==> src/rtl/pc_unit_pkg.sv <==
// Shared header for the fetch, instruction-memory and decode stages.
// Holds the icode constants, processor status encodings and default datapath width.
// No logic; also defines the PC unit's internal state type.
package pc_unit_pkg;

  localparam int DATA_WID_DEF = 32;

  // Instruction opcodes (icode field)
  localparam logic [3:0] I_HALT   = 4'h0;
  localparam logic [3:0] I_NOP    = 4'h1;
  localparam logic [3:0] I_RRMOVQ = 4'h2;
  localparam logic [3:0] I_IRMOVQ = 4'h3;
  localparam logic [3:0] I_RMMOVQ = 4'h4;
  localparam logic [3:0] I_MRMOVQ = 4'h5;
  localparam logic [3:0] I_OPQ    = 4'h6;
  localparam logic [3:0] I_JXX    = 4'h7;
  localparam logic [3:0] I_CALL   = 4'h8;
  localparam logic [3:0] I_RET    = 4'h9;
  localparam logic [3:0] I_PUSHQ  = 4'hA;
  localparam logic [3:0] I_POPQ   = 4'hB;

  // Processor status
  typedef enum logic [2:0] {
    STAT_AOK = 3'd1,
    STAT_HLT = 3'd2,
    STAT_ADR = 3'd3,
    STAT_INS = 3'd4
  } stat_t;

  // PC unit control state
  typedef enum logic [1:0] {
    ST_RUN    = 2'd0,
    ST_HALTED = 2'd1,
    ST_FAULT  = 2'd2
  } state_t;

endpackage

==> src/rtl/pc_unit_instr_len.sv <==
// Purpose: maps an icode to its instruction length in bytes.
// Latency: purely combinational. Backpressure: none.
// Ports: icode (in, 4) -> len (out, 3). Undefined icodes C-F report 1 byte.
module instr_len
  import pc_unit_pkg::*;
(
  input  logic [3:0] icode,
  output logic [2:0] len
);

  always_comb begin
    len = 3'd1;
    case (icode)
      I_HALT, I_NOP, I_RET:                len = 3'd1;
      I_RRMOVQ, I_OPQ, I_PUSHQ, I_POPQ:    len = 3'd2;
      I_IRMOVQ, I_RMMOVQ, I_MRMOVQ:        len = 3'd6;
      I_JXX, I_CALL:                       len = 3'd5;
      default:                             len = 3'd1;
    endcase
  end

endmodule

==> src/rtl/pc_unit.sv <==
// Purpose: program counter and processor status for the fetch stage.
// Latency: PC/stat/running update 1 cycle after the edge; valP is combinational from PC.
// Backpressure: stall=1 freezes all state; HALTED and FAULT hold until rst.
// Ports: clk, rst (sync, active-high); icode, valC, valM, cnd, imem_error, stall in;
//        PC (drives imem address directly), valP, stat, running out.
module pc_unit
  import pc_unit_pkg::*;
#(
  parameter int                   DATA_WID = DATA_WID_DEF,
  parameter logic [DATA_WID-1:0]  RESET_PC = '0
) (
  input  logic                clk,
  input  logic                rst,
  input  logic [3:0]          icode,
  input  logic [DATA_WID-1:0] valC,
  input  logic [DATA_WID-1:0] valM,
  input  logic                cnd,
  input  logic                imem_error,
  input  logic                stall,
  output logic [DATA_WID-1:0] PC,
  output logic [DATA_WID-1:0] valP,
  output logic [2:0]          stat,
  output logic                running
);

  logic [2:0]          len;
  logic [DATA_WID-1:0] next_pc;
  logic [DATA_WID-1:0] pc_d;
  state_t              state_q, state_d;
  stat_t               stat_q, stat_d;

  instr_len u_instr_len (
    .icode (icode),
    .len   (len)
  );

  // Fall-through address; natural wrap modulo 2^DATA_WID.
  assign valP = PC + DATA_WID'(len);

  always_comb begin
    next_pc = valP;
    case (icode)
      I_CALL:  next_pc = valC;
      I_JXX:   next_pc = cnd ? valC : valP;
      I_RET:   next_pc = valM;
      default: next_pc = valP;
    endcase
  end

  // Fault checks in priority order: address error beats illegal opcode beats halt.
  always_comb begin
    state_d = state_q;
    stat_d  = stat_q;
    pc_d    = PC;
    if (state_q == ST_RUN && !stall) begin
      if (imem_error) begin
        state_d = ST_FAULT;
        stat_d  = STAT_ADR;
      end else if (icode > I_POPQ) begin
        state_d = ST_FAULT;
        stat_d  = STAT_INS;
      end else if (icode == I_HALT) begin
        state_d = ST_HALTED;
        stat_d  = STAT_HLT;
      end else begin
        pc_d    = next_pc;
      end
    end
  end

  always_ff @(posedge clk) begin
    if (rst) begin
      state_q <= ST_RUN;
      stat_q  <= STAT_AOK;
      PC      <= RESET_PC;
      running <= 1'b1;
    end else begin
      state_q <= state_d;
      stat_q  <= stat_d;
      PC      <= pc_d;
      running <= (stat_d == STAT_AOK);
    end
  end

  assign stat = stat_q;

endmodule

==> config.mk <==
export PLATFORM = sky130hd
export DESIGN_NAME = pc_unit
export DESIGN_NICKNAME = d
export VERILOG_FILES = /design/src/rtl/pc_unit_pkg.sv /design/src/rtl/pc_unit_instr_len.sv /design/src/rtl/pc_unit.sv
export SDC_FILE = /design/constraint.sdc
export NUM_CORES = 1
export LEC_CHECK = 0
export BUFFER_PORTS_ARGS = -buffer_cell sky130_fd_sc_hd__buf_2
export CELL_PAD_IN_SITES_DETAIL_PLACEMENT = 0
export CELL_PAD_IN_SITES_GLOBAL_PLACEMENT = 1
export CORE_MARGIN = 10
export CORE_UTILIZATION = 33
export DETAILED_ROUTE_END_ITERATION = 10
export GPL_TIMING_DRIVEN = 0
export HOLD_SLACK_MARGIN = 0.08
export PLACE_DENSITY = 0.94
export SKIP_LAST_GASP = 1
export SLEW_MARGIN = 10
export SYNTH_ARGS = -nofsm -noshare
export SYNTH_HDL_FRONTEND = slang
export SYNTH_HIERARCHICAL = 1
export SYNTH_SLANG_ARGS = --single-unit
==> constraint.sdc <==
create_clock -name clk -period 5.4 [get_ports clk]
set_input_delay 1.62 -clock clk [delete_from_list [all_inputs] [get_ports clk]]
set_output_delay 1.62 -clock clk [all_outputs]
set_load 0.05 [all_outputs]
### After elaboration in Yosys (flattened, before gate mapping)

Memories as Yosys holds them, arrays and structs flattened.
Index checks and enable logic that the tools add are counted.

| storage, ports and cells | value |
|---|---|
| register bits after elaboration | 38 |
| bits in read-only memories | 48 |
| input port bits | 73 |
| output and inout bits | 68 |
| logic and storage cells | 30 |
| memories | 1 |

| cells by class | value |
|---|---|
| add/sub/neg operators | 1 |
| magnitude comparators | 1 |
| equal/unequal tests | 4 |
| muxes and demuxes | 9 |
| bitwise gates (word level) | 3 |
| reductions and logical operators | 7 |

Memories:

| memory | depth | width | read ports | clocked after Yosys merged registers in | write ports | line | source |
|---|---|---|---|---|---|---|---|
| (no name shown) | 16 | 3 | 1 | 0 | 0 | pc_unit_instr_len.sv:13 | `case (icode)` |

Operator list:

| operator | number |
|---|---|
| 32-bit case mux with 3 select lines | 1 |
| 32-bit by 3-bit adder with 32-bit output | 1 |
| 32-bit 2-to-1 mux | 1 |
| 3-bit 2-to-1 mux | 4 |
| 4-bit == test (second input constant) | 2 |
| 2-bit 2-to-1 mux | 3 |
| 4-bit by 3-bit == test with 1-bit output (second input constant) | 1 |
| 4-bit > comparator (second input constant) | 1 |
| 4-bit logical NOT | 1 |
| 4-bit AND reduction | 1 |
| 3-bit by 1-bit == test with 1-bit output (second input constant) | 1 |
| 1-bit inverter | 3 |
| 3-bit nonzero test | 1 |
| 2-bit logical NOT | 1 |
| 2-bit AND reduction | 1 |
| 1-bit logical AND | 1 |
| 1-bit logical NOT | 1 |

### Logic depth before layout (Yosys ltp)

Gate-level depths: netlist of the first run.

| logic depth | value |
|---|---|
| word-level depth | 6 |
| mapped depth | 10 |
| mapped depth without buffers | 10 |

### Modules after synthesis

Netlist of the first run, hierarchy kept.

Modules (own cells, without submodules):

| module | instances | cells each | area each (sq um) | seq. area each (sq um) |
|---|---|---|---|---|
| pc_unit | 1 | 344 | 2817.7 | 760.7 |
| instr_len | 1 | 8 | 50.0 | 0.0 |

### Worst setup path after synthesis of the first run

No wires, ideal clock.

| timing | value |
|---|---|
| kind | input -> output |
| start | input port icode[0] |
| end | output port valP[16] |
| arrival | 4.260 ns |
| required time | 3.780 ns |
| path slack | -0.480 ns |
| stages | 9 |
| path buffers | 0 |
| cell sequence | a21oi_1 -> mux2i_1 -> ha_1 -> inv_1 -> fa_1 -> nand2b_2 -> a2111oi_2 -> nand3_1 -> xnor2_1 |

| on the way | value |
|---|---|
| longest elaborated chain between the ends | 2 |

RTL lines:

| element | line | source |
|---|---|---|
| start: declaration | pc_unit.sv:14 | `input logic [3:0] icode,` |
| memory read 16 x 3 bit | -- |  |
| net len[0] | pc_unit.sv:26 | `logic [2:0] len;` |
| 32-bit by 3-bit adder with 32-bit output | pc_unit.sv:38 | `assign valP = PC + DATA_WID'(len);` |
| end: declaration | pc_unit.sv:21 | `output logic [DATA_WID-1:0] valP,` |

The timed path passes the listed nets, and every way through them passes these cells.

### Final worst setup path of the first run

| timing | value |
|---|---|
| start | input port icode[2] |
| end | output port valP[26] |

The elaborated chain is that of the path after synthesis.

==> summary.md, run 1 <==
| Metric | Value |
|---|---|
| Fin Setup TNS | -0.0361 ns |
| Max Clk Rate | roughly 180 MHz |
| Core area | roughly 8300 µm² |
| DRC viols | 0 |
| Critical path arrival | between 3 and 4 ns |
| Via count | 3564 |
| HP Class | flop to flop |
| Core Util, Final | roughly 55% |
| Rows | 33 |
| Ys Warns | 6 |
| Max IR drop VDD | about 0.15 mV |
| Layout Area Growth over Synthesis | 58.9% |
| Synth area leaders | dfxtp_1, a221o_1, xnor2_1 |
| Initial antenna violation count | 0 |
| RePlAce Congestion | between 0.8 and 0.9 |
| Via density | approximately 5.7 |
| Layout cells sized above 1 | roughly 46% |
| FF+latch count, synth | 38 |
| Pin count of the biggest net entering global routing | 13 |
| Reg2Reg Setup Slack | between 2 and 3 ns |
| Actual slew at the worst max-slew pin | roughly 0.76 ns |
| Syn_nets | around 430 |
| Violated checks | setup timing |
| Worst Path Max Fanout | 7 |
| Die area | 12800 µm² |
| IO Pins | 141 |
| Synthesized area | approximately 2900 µm² |
| RSZ-0062 raised after global routing | true |
| CP endpoint kind | output port |
| DP HPWL | between 9000 and 10000 µm |
| Rel. slew slack | 48.7% |
| Required @ worst endpoint | around 3.8 ns |
| Synth cell types | between 60 and 70 |
| First-pass GRT wire length | slightly below 20000 µm |
| Number of port buffers | between 100 and 150 |
| Cells after Synth | roughly 350 |
| Primary FF master, synth | dfxtp_1 |
| Initial Utilization | 34.4% |
| DR iter-0 viols | 218 |
| First-pass iteration count of the detailed router | 5 |
| CTS tree | built |
| Fin. Hold Viols | 0 |
| Fin cells | 628 |
| Final worst-path cycle share | 101% |
| Die H | 113 µm |
| Share of the synthesized area in the top cell type | 26.5% |
| Routed WL | roughly 13000 µm |
| Fill count | between 800 and 900 |
| Clk sinks | 38 |
| Skew final | 0.0116 ns |
| Net count, final | between 500 and 600 |
| Top cells by count, synth | dfxtp_1, nor2_1, a221o_1 |
| Seq/Total Area, Yosys | a little over a quarter |
| Post-detailed-route wirelength per cell | around 20 µm |
| Syn Area/Cell | roughly 8 µm² |
| Worst skew pair latency | approximately 0.30 ns |
| GRT overflow | 0 |
| Inst Count DP | 596 |
| MaxCap Viol Count | 0 |
| Final worst setup slack | -0.0361 ns |
| Status | complete, but fails checks |
| WS Path Type | primary input to output port |
| Pwr/cell area | around 200 nW/µm² |
| Crit path time final | roughly 5.4 ns |
| Number of H-tree levels | 2 |
| Pre-CTS setup slack | -0.684 ns |
| Post-route ant nets | 0 |
| Final setup viols | 1 |
| EDFF count, synth | 0 |
| Yosys top cell by area | dfxtp_1 |
| Root buffer cell | clkbuf_8 |
| Die outline width | 113 µm |
| Vias in the first global route | 3714 |
| Startpoint types | primary input |
| Post-synthesis async set-or-reset flop share | 0% |
| Clock transition at path regs | ~0.08 ns |
| Final Slew Violations | 0 |
| Max clock buf depth | 2 |
| Diode count | 0 |
| Total CTS buffers | 5 |
| Leak Pwr | 2.02 nW |
| Most frequent cell after synthesis | dfxtp_1 |
| Total global-route track usage | a little under a fifth |
==> per-stage QoR <==
step	total power [mW]	area [µm²]	hold WS, ns
final	0.901	4560	0.500
after global routing	0.935	4560	0.538
after CTS	0.895	4460	0.503
after detailed placement	0.654	3960	0.483
after global placement	0.648	3960	0.472
after floorplan	0.554	3140	0.457
==> power breakdown <==
group / total (mW) / switching [mW] / internal, mW
clock: 0.221 / 0.118 / 0.103
sequential: 0.324 / 0.0259 / 0.298
combinational: 0.356 / 0.233 / 0.123
==> critical path, cell delays in order <==
cell and delay [ns]:
buf_12 0.09, mux2i_4 0.25, ha_4 0.16, inv_2 0.04, fa_2 0.36, nand2b_4 0.21, a2111oi_4 0.31, buf_6 0.20
nand2_8 0.08, nor2_4 0.18, xnor2_4 0.13, buf_6 0.17
==> logic make-up (layout without fill, tap and decap cells) <==
kind of cell | count (synthesis) | after routing | synth area share (%)
AO/OA/AOI/OAI | 119 | 119 | 33.3
XOR/XNOR | 28 | 28 | 8.55
adder cells (fa/ha/maj) | 4 | 4 | 2.01
buffers and inverters | 41 | 212 | 5.72
flip-flops | 38 | 38 | 26.5
multiplexers | 1 | 1 | 0.349
AND/OR/NAND/NOR | 121 | 121 | 23.5
==> metal layers <==
layer  share of wire [%]  up-vias  track usage, %
li1                    -     1700               -
met2                  49      148            31.7
met3                 9.8        8            6.18
met5                   0        -               0
met1                  40     1708            22.1
met4                0.74        0            3.98
==> layout by cell type (no fill, tap or decap), types with 6 or more instances in the layout <==
cell type / instances
nand4_1: 7
o221ai_1: 9
a221o_1: 25
clkbuf_1: 19
nor3_1: 15
xnor2_4: 6
o21ai_0: 10
nand2_1: 14
a21oi_1: 23
dfxtp_1: 38
buf_6: 17
nor2_1: 31
xnor2_2: 11
a221oi_1: 9
buf_2: 119
buf_4: 25
inv_1: 14
clkbuf_8: 6
==> timing repair <==
item | CTS | global route
gates resized for setup | 64 | 19
endpoints found under the hold margin | 0 | 0
hold buffers | 0 | 0
setup endpoints to repair | 23 | 24
pin swaps | 12 | 7
cloned | 1 | 0
setup buffers | 19 | 4
==> flip-flops by register name (all words and copies together), names as in the netlist <==
register	cells
PC	32
running	1
stat	3
state_q	2
==> final cells by class <==
cell class	instances	area (µm²)	area share (%)
well taps	105	131	2.88
multi-input cells	273	2340	51.3
flip-flops and latches	38	761	16.7
inverters	16	60.1	1.32
clock buffers	6	82.6	1.81
repair buffers	163	1070	23.4
clock inverters	2	12.5	0.274
plain buffers	25	108	2.36
==> worst paths after layout <==
kind | startpoint | endpoint | depth (start not counted)
setup / recovery | icode[2] | valP[26] | 12
setup reg to reg | PC[11] | PC[30] | 8
hold reg to reg | state_q[1] | state_q[1] | 2
hold / removal | state_q[1] | state_q[1] | 2
No activity file was read; power rests on OpenSTA's default activity.
==> inputs of run 2 (changes only) <==
--- a/config.mk
+++ b/config.mk
@@ -6,14 +6,12 @@
 export NUM_CORES = 1
 export LEC_CHECK = 0
 export BUFFER_PORTS_ARGS = -buffer_cell sky130_fd_sc_hd__buf_2
-export CELL_PAD_IN_SITES_DETAIL_PLACEMENT = 0
-export CELL_PAD_IN_SITES_GLOBAL_PLACEMENT = 1
 export CORE_MARGIN = 10
-export CORE_UTILIZATION = 33
+export CORE_UTILIZATION = 35
 export DETAILED_ROUTE_END_ITERATION = 10
 export GPL_TIMING_DRIVEN = 0
 export HOLD_SLACK_MARGIN = 0.08
-export PLACE_DENSITY = 0.94
+export PLACE_DENSITY = 0.76
 export SKIP_LAST_GASP = 1
 export SLEW_MARGIN = 10
 export SYNTH_ARGS = -nofsm -noshare
==> summary.md, run 2 (same netlist as run 1, synthesis figures left out) <==
| Metric | Value |
|---|---|
| Rel. slew slack | 52.0% (was 48.7%) |
| First-pass GRT wire length | 20100 µm (was 19600 µm) |
| Required @ worst endpoint | 3.78 ns (about the same) |
| Net count, final | 607 (was 599) |
| DR iter-0 viols | 237 (was 218) |
| GRT met2 Usage | 33.7% (was 31.7%) |
| Pwr/cell area | 201 nW/µm² (was 198 nW/µm²) |
| Critical-path cell list | buf_12 > mux2i_4 > ha_2 > inv_2 > fa_2 > nand2b_4 > buf_12 > a2111oi_4 > buf_4 > nand3_4 > xnor2_2 > buf_6 (was buf_12 > mux2i_4 > ha_4 > inv_2 > fa_2 > nand2b_4 > a2111oi_4 > buf_6 > nand2_8 > nor2_4 > xnor2_4 > buf_6) |
| Total CTS buffers | 5 (unchanged) |
| Initial Utilization | 36.5% (was 34.4%) |
| Reg2Reg Setup Slack | 2.53 ns (was 2.61 ns) |
| Most used cell, CP | buf_12 (was buf_6) |
| Status | complete, but fails checks (unchanged) |
| Buf+Inv Stages, Crit Path | 5 (was 4) |
| Worst skew pair latency | 0.30 ns (about the same) |
| Max clock buf depth | 2 (unchanged) |
| IO Pins | 141 (unchanged) |
| Pre-CTS setup slack | -0.688 ns (was -0.684 ns) |
| Via count | 3699 (was 3564) |
| RSZ-0062 raised after global routing | true (unchanged) |
| Hold WS | 0.512 ns (was 0.500 ns) |
| Critical path arrival | 3.90 ns (was 3.82 ns) |
| Leak Pwr | 2.09 nW (was 2.02 nW) |
| Actual slew at the worst max-slew pin | 0.720 ns (was 0.763 ns) |
| Number of port buffers | 139 (unchanged) |
| Root buffer cell | clkbuf_8 (unchanged) |
| Diode count | 0 (unchanged) |
| HP Class | flop to flop (unchanged) |
| Clock transition at path regs | 0.08 ns (about the same) |
| Via density | 5.84 (was 5.68) |
| CTS tree | built (unchanged) |
| Skew final | 0.00463 ns (was 0.0116 ns) |
| Reg with most FFs | PC (unchanged) |
| Total global-route track usage | 19.6% (was 18.6%) |
| Rows | 32 (was 33) |
| Final Slew Violations | 0 (unchanged) |
| Vias in the first global route | 3832 (was 3714) |
| DRC viols | 0 (unchanged) |
| GRT busiest layer | met2 (unchanged) |
| Core area | 7850 µm² (was 8340 µm²) |
| Register area | 761 µm² (unchanged) |
| Final setup viols | 16 (was 1) |
| Violated checks | setup timing (unchanged) |
| Post-detailed-route wirelength per cell | 20.6 µm (was 20.1 µm) |
| WS Path Type | primary input to output port (unchanged) |
| RePlAce Congestion | 0.872 (was 0.857) |
| Area occupied by multi-input gates | 2350 µm² (was 2340 µm²) |
| Clk sinks | 38 (unchanged) |
| Die outline width | 111 µm (was 113 µm) |
| Overall Power | 939 µW (was 901 µW) |
| Routed WL | 13100 µm (was 12700 µm) |
| Core Util, Final | 59.5% (was 54.7%) |
| Most common cell after layout, fill and taps aside | buf_2 (unchanged) |
| Layout cells sized above 1 | 46.5% (was 45.9%) |
| Post-CTS Hold Buffers | 0 (unchanged) |
| First-pass iteration count of the detailed router | 4 (was 5) |
| DP HPWL | 9420 µm (was 9490 µm) |
| MaxCap Viol Count | 0 (unchanged) |
| CP endpoint kind | output port (unchanged) |
| Post-route ant nets | 0 (unchanged) |
| Fin Setup TNS | -1.13 ns (was -0.0361 ns) |
| Final worst-path cycle share | 102% (was 101%) |
| Crit path time final | 5.52 ns (was 5.44 ns) |
| Die H | 111 µm (was 113 µm) |
| Max incr delay on CP | 0.36 ns (about the same) |
| Max Clk Rate | 181 MHz (was 184 MHz) |
| Worst Path Max Fanout | 3 (was 7) |
| Final worst setup slack | -0.122 ns (was -0.0361 ns) |
| Max IR drop VDD | 0.115 mV (was 0.149 mV) |
| Commonest non-fill, non-tap cells in the layout | buf_2, dfxtp_1, nor2_1 (unchanged) |
| Met3 Usage GRT | 5.29% (was 6.18%) |
| Initial antenna violation count | 0 (unchanged) |
| Number of H-tree levels | 2 (unchanged) |
| Max reg flops | 32 (unchanged) |
| Fin. Hold Viols | 0 (unchanged) |
| Family with the most delay on the worst path | buffers and inverters (was adder cells) |
| GRT overflow | 0 (unchanged) |
| Layout Area Growth over Synthesis | 62.7% (was 58.9%) |
| Pin count of the biggest net entering global routing | 12 (was 13) |
| Grt met1 use | 23.0% (was 22.1%) |
| Startpoint types | primary input (unchanged) |
| Crit-path slowest cell | fa_2 (unchanged) |
| Fill count | 693 (was 811) |
| Die area | 12200 µm² (was 12800 µm²) |
-- run 2: cell type report --
cell class              instances  share of cell area (%)
multi-input cells             273                    50.4
repair buffers                171                    24.6
flip-flops and latches         38                    16.3
well taps                     102                    2.73
plain buffers                  25                    2.39
clock buffers                   7                    1.64
inverters                      16                    1.29
clock inverters                 1                   0.643
-- run 2: worst paths after layout --
path,startpoint,end,cells after the start
hold / removal,stat[0],stat[0],1
hold reg to reg,stat[0],stat[0],1
setup / recovery,icode[2],valP[16],12
setup reg to reg,PC[0],PC[26],9
-- run 2: repair_timing --
item | 4_1_cts | 5_1_grt
endpoints found under the setup margin | 24 | 23
buffers inserted | 26 | 8
resized for setup | 70 | 25
pin swaps | 11 | 14
-- run 2: per-layer routing --
layer	part of all wire, %	routed length (µm)
met5	0	0
met3	9.1	1190
met4	2.2	285
met1	39	5110
met2	50	6480
-- run 2: stage by stage --
stage | area [µm²] | std cells
2_1_floorplan | 3140 | 352
3_3_place_gp | 3960 | 593
3_5_place_dp | 3960 | 593
4_1_cts | 4500 | 627
5_1_grt | 4670 | 633
6_report | 4670 | 633
-- run 2: where the power goes --
part / internal, mW / total [mW] / switching (mW)
Sequential: 0.298 / 0.325 / 0.0274
Combinational: 0.126 / 0.362 / 0.236
Clock: 0.139 / 0.252 / 0.114
Total: 0.563 / 0.939 / 0.377
==> inputs of run 3 (changes only) <==
--- a/config.mk
+++ b/config.mk
@@ -12,7 +12,6 @@
 export GPL_TIMING_DRIVEN = 0
 export HOLD_SLACK_MARGIN = 0.08
 export PLACE_DENSITY = 0.76
-export SKIP_LAST_GASP = 1
 export SLEW_MARGIN = 10
 export SYNTH_ARGS = -nofsm -noshare
 export SYNTH_HDL_FRONTEND = slang
==> summary.md, run 3 (same netlist as run 1, synthesis figures left out) <==
| Metric | Value |
|---|---|
| Crit path time final | 5.53 ns (was 5.52 ns) |
| CTS tree | built (unchanged) |
| Number of port buffers | 139 (unchanged) |
| Total global-route track usage | 19.6% (about the same) |
| CP endpoint kind | output port (unchanged) |
| Inst Count DP | 593 (unchanged) |
| Layout cells sized above 1 | 46.3% (was 46.5%) |
| First-pass GRT wire length | 20100 µm (about the same) |
| Final worst setup slack | -0.125 ns (was -0.122 ns) |
| Via density | 5.81 (was 5.84) |
| Status | complete, but fails checks (unchanged) |
| DRC viols | 0 (unchanged) |
| Diode count | 0 (unchanged) |
| Fin. Hold Viols | 0 (unchanged) |
| Area occupied by multi-input gates | 2330 µm² (was 2350 µm²) |
| Register area | 761 µm² (unchanged) |
| Most common cell after layout, fill and taps aside | buf_2 (unchanged) |
| IO Pins | 141 (unchanged) |
| Worst skew pair latency | 0.30 ns (about the same) |
| RePlAce Congestion | 0.872 (unchanged) |
| Max reg flops | 32 (unchanged) |
| Final Slew Violations | 0 (unchanged) |
| Required @ worst endpoint | 3.78 ns (about the same) |
| Initial antenna violation count | 0 (unchanged) |
| Critical path arrival | 3.91 ns (was 3.90 ns) |
| WS Path Type | primary input to output port (unchanged) |
| Violated checks | setup timing (unchanged) |
| Number of H-tree levels | 2 (unchanged) |
| Max clock buf depth | 2 (unchanged) |
| Pwr/cell area | 204 nW/µm² (was 201 nW/µm²) |
| Layout Area Growth over Synthesis | 60.3% (was 62.7%) |
| Commonest non-fill, non-tap cells in the layout | buf_2, dfxtp_1, buf_4 (was buf_2, dfxtp_1, nor2_1) |
| Overall Power | 936 µW (was 939 µW) |
| MaxCap Viol Count | 0 (unchanged) |
| Fill count | 707 (was 693) |
| Hold Path Origin | stat[0] (unchanged) |
| Die H | 111 µm (unchanged) |
| Core area | 7850 µm² (unchanged) |
| Reg2Reg Setup Slack | 2.54 ns (was 2.53 ns) |
| GRT overflow | 0 (unchanged) |
| HP Class | flop to flop (unchanged) |
| Startpoint types | primary input (unchanged) |
| RSZ-0062 raised after global routing | true (unchanged) |
| Max Clk Rate | 181 MHz (about the same) |
| Fin area | 4600 µm² (was 4670 µm²) |
| R2r startpoint | PC[0] (unchanged) |
| Post-route ant nets | 0 (unchanged) |
| Net count, final | 605 (was 607) |
| Leak Pwr | 2.06 nW (was 2.09 nW) |
| DP HPWL | 9420 µm (unchanged) |
| Placed instance area | 3960 µm² (unchanged) |
| Actual slew at the worst max-slew pin | 0.725 ns (was 0.720 ns) |
| Rel. slew slack | 51.7% (was 52.0%) |
| Die outline width | 111 µm (unchanged) |
| First-pass iteration count of the detailed router | 5 (was 4) |
| Rows | 32 (unchanged) |
| Via count | 3668 (was 3699) |
| DR iter-0 viols | 287 (was 237) |
| Post-detailed-route wirelength per cell | 20.6 µm (about the same) |
| Reg with most FFs | PC (unchanged) |
| Post-CTS Hold Buffers | 0 (unchanged) |
| Total CTS buffers | 5 (unchanged) |
| Root buffer cell | clkbuf_8 (unchanged) |
| Routed WL | 13000 µm (was 13100 µm) |
| Pin count of the biggest net entering global routing | 12 (unchanged) |
| Crit path from | icode[2] (unchanged) |
| Hold WS | 0.512 ns (about the same) |
| Core Util, Final | 58.6% (was 59.5%) |
| Skew final | 0.00552 ns (was 0.00463 ns) |
| Max IR drop VDD | 0.115 mV (about the same) |
| Clock transition at path regs | 0.08 ns (about the same) |
| Initial Utilization | 36.5% (unchanged) |
| Final setup viols | 7 (was 16) |
| Clk sinks | 38 (unchanged) |
| Fin cells | 631 (was 633) |
| Worst Path Max Fanout | 5 (was 3) |
| Die area | 12200 µm² (unchanged) |
| Final worst-path cycle share | 102% (about the same) |
| Vias in the first global route | 3830 (was 3832) |
run 3: repair_timing:
item,in CTS,in global routing
pin swaps,12,8
endpoints found under the setup margin,24,23
buffers inserted,26,5
gates resized for setup,71,16
run 3: report_power, final:
part | total, mW | switching [mW] | internal [mW]
Sequential | 0.324 | 0.0268 | 0.298
Clock | 0.252 | 0.113 | 0.139
Combinational | 0.360 | 0.235 | 0.124
Total | 0.936 | 0.376 | 0.561
run 3: path summary, 6_finish.rpt:
kind / endpoint / cells after the start
hold reg to reg: stat[0] / 1
hold / removal: stat[0] / 1
setup reg to reg: PC[26] / 9
setup / recovery: valP[28] / 11
run 3: final cells by class:
class	instances	share of cell area, %
sequential	38	16.5
clock buffer	7	1.66
inverter	16	1.31
multi-input combinational	273	50.6
tap	102	2.78
clock inverter	1	0.653
timing repair buffer	169	24.0
buffer	25	2.42
run 3: stage by stage:
step                      worst slack, ns  TNS [ns]
after floorplan                   -0.0989    -0.143
after global placement             -0.668     -6.88
after detailed placement           -0.688     -7.96
after CTS                         -0.0615    -0.193
after global routing               -0.204     -1.45
final                              -0.125    -0.458
run 3: critical path, cell delays in order:
cell	delay, ns
buf_12	0.09
mux2i_4	0.25
ha_2	0.22
inv_2	0.04
fa_2	0.36
nand2b_4	0.20
a2111oi_4	0.43
buf_4	0.23
nand3_4	0.09
xnor2_2	0.20
buf_6	0.18
run 3: metal layers:
metal | GRT usage, % | share of wire, % | up-vias
li1 | - | - | 1701
met4 | 6.30 | 2.3 | 0
met2 | 33.7 | 49 | 184
met1 | 23.0 | 40 | 1754
met3 | 5.29 | 8.7 | 29
met5 | 0 | 0 | -
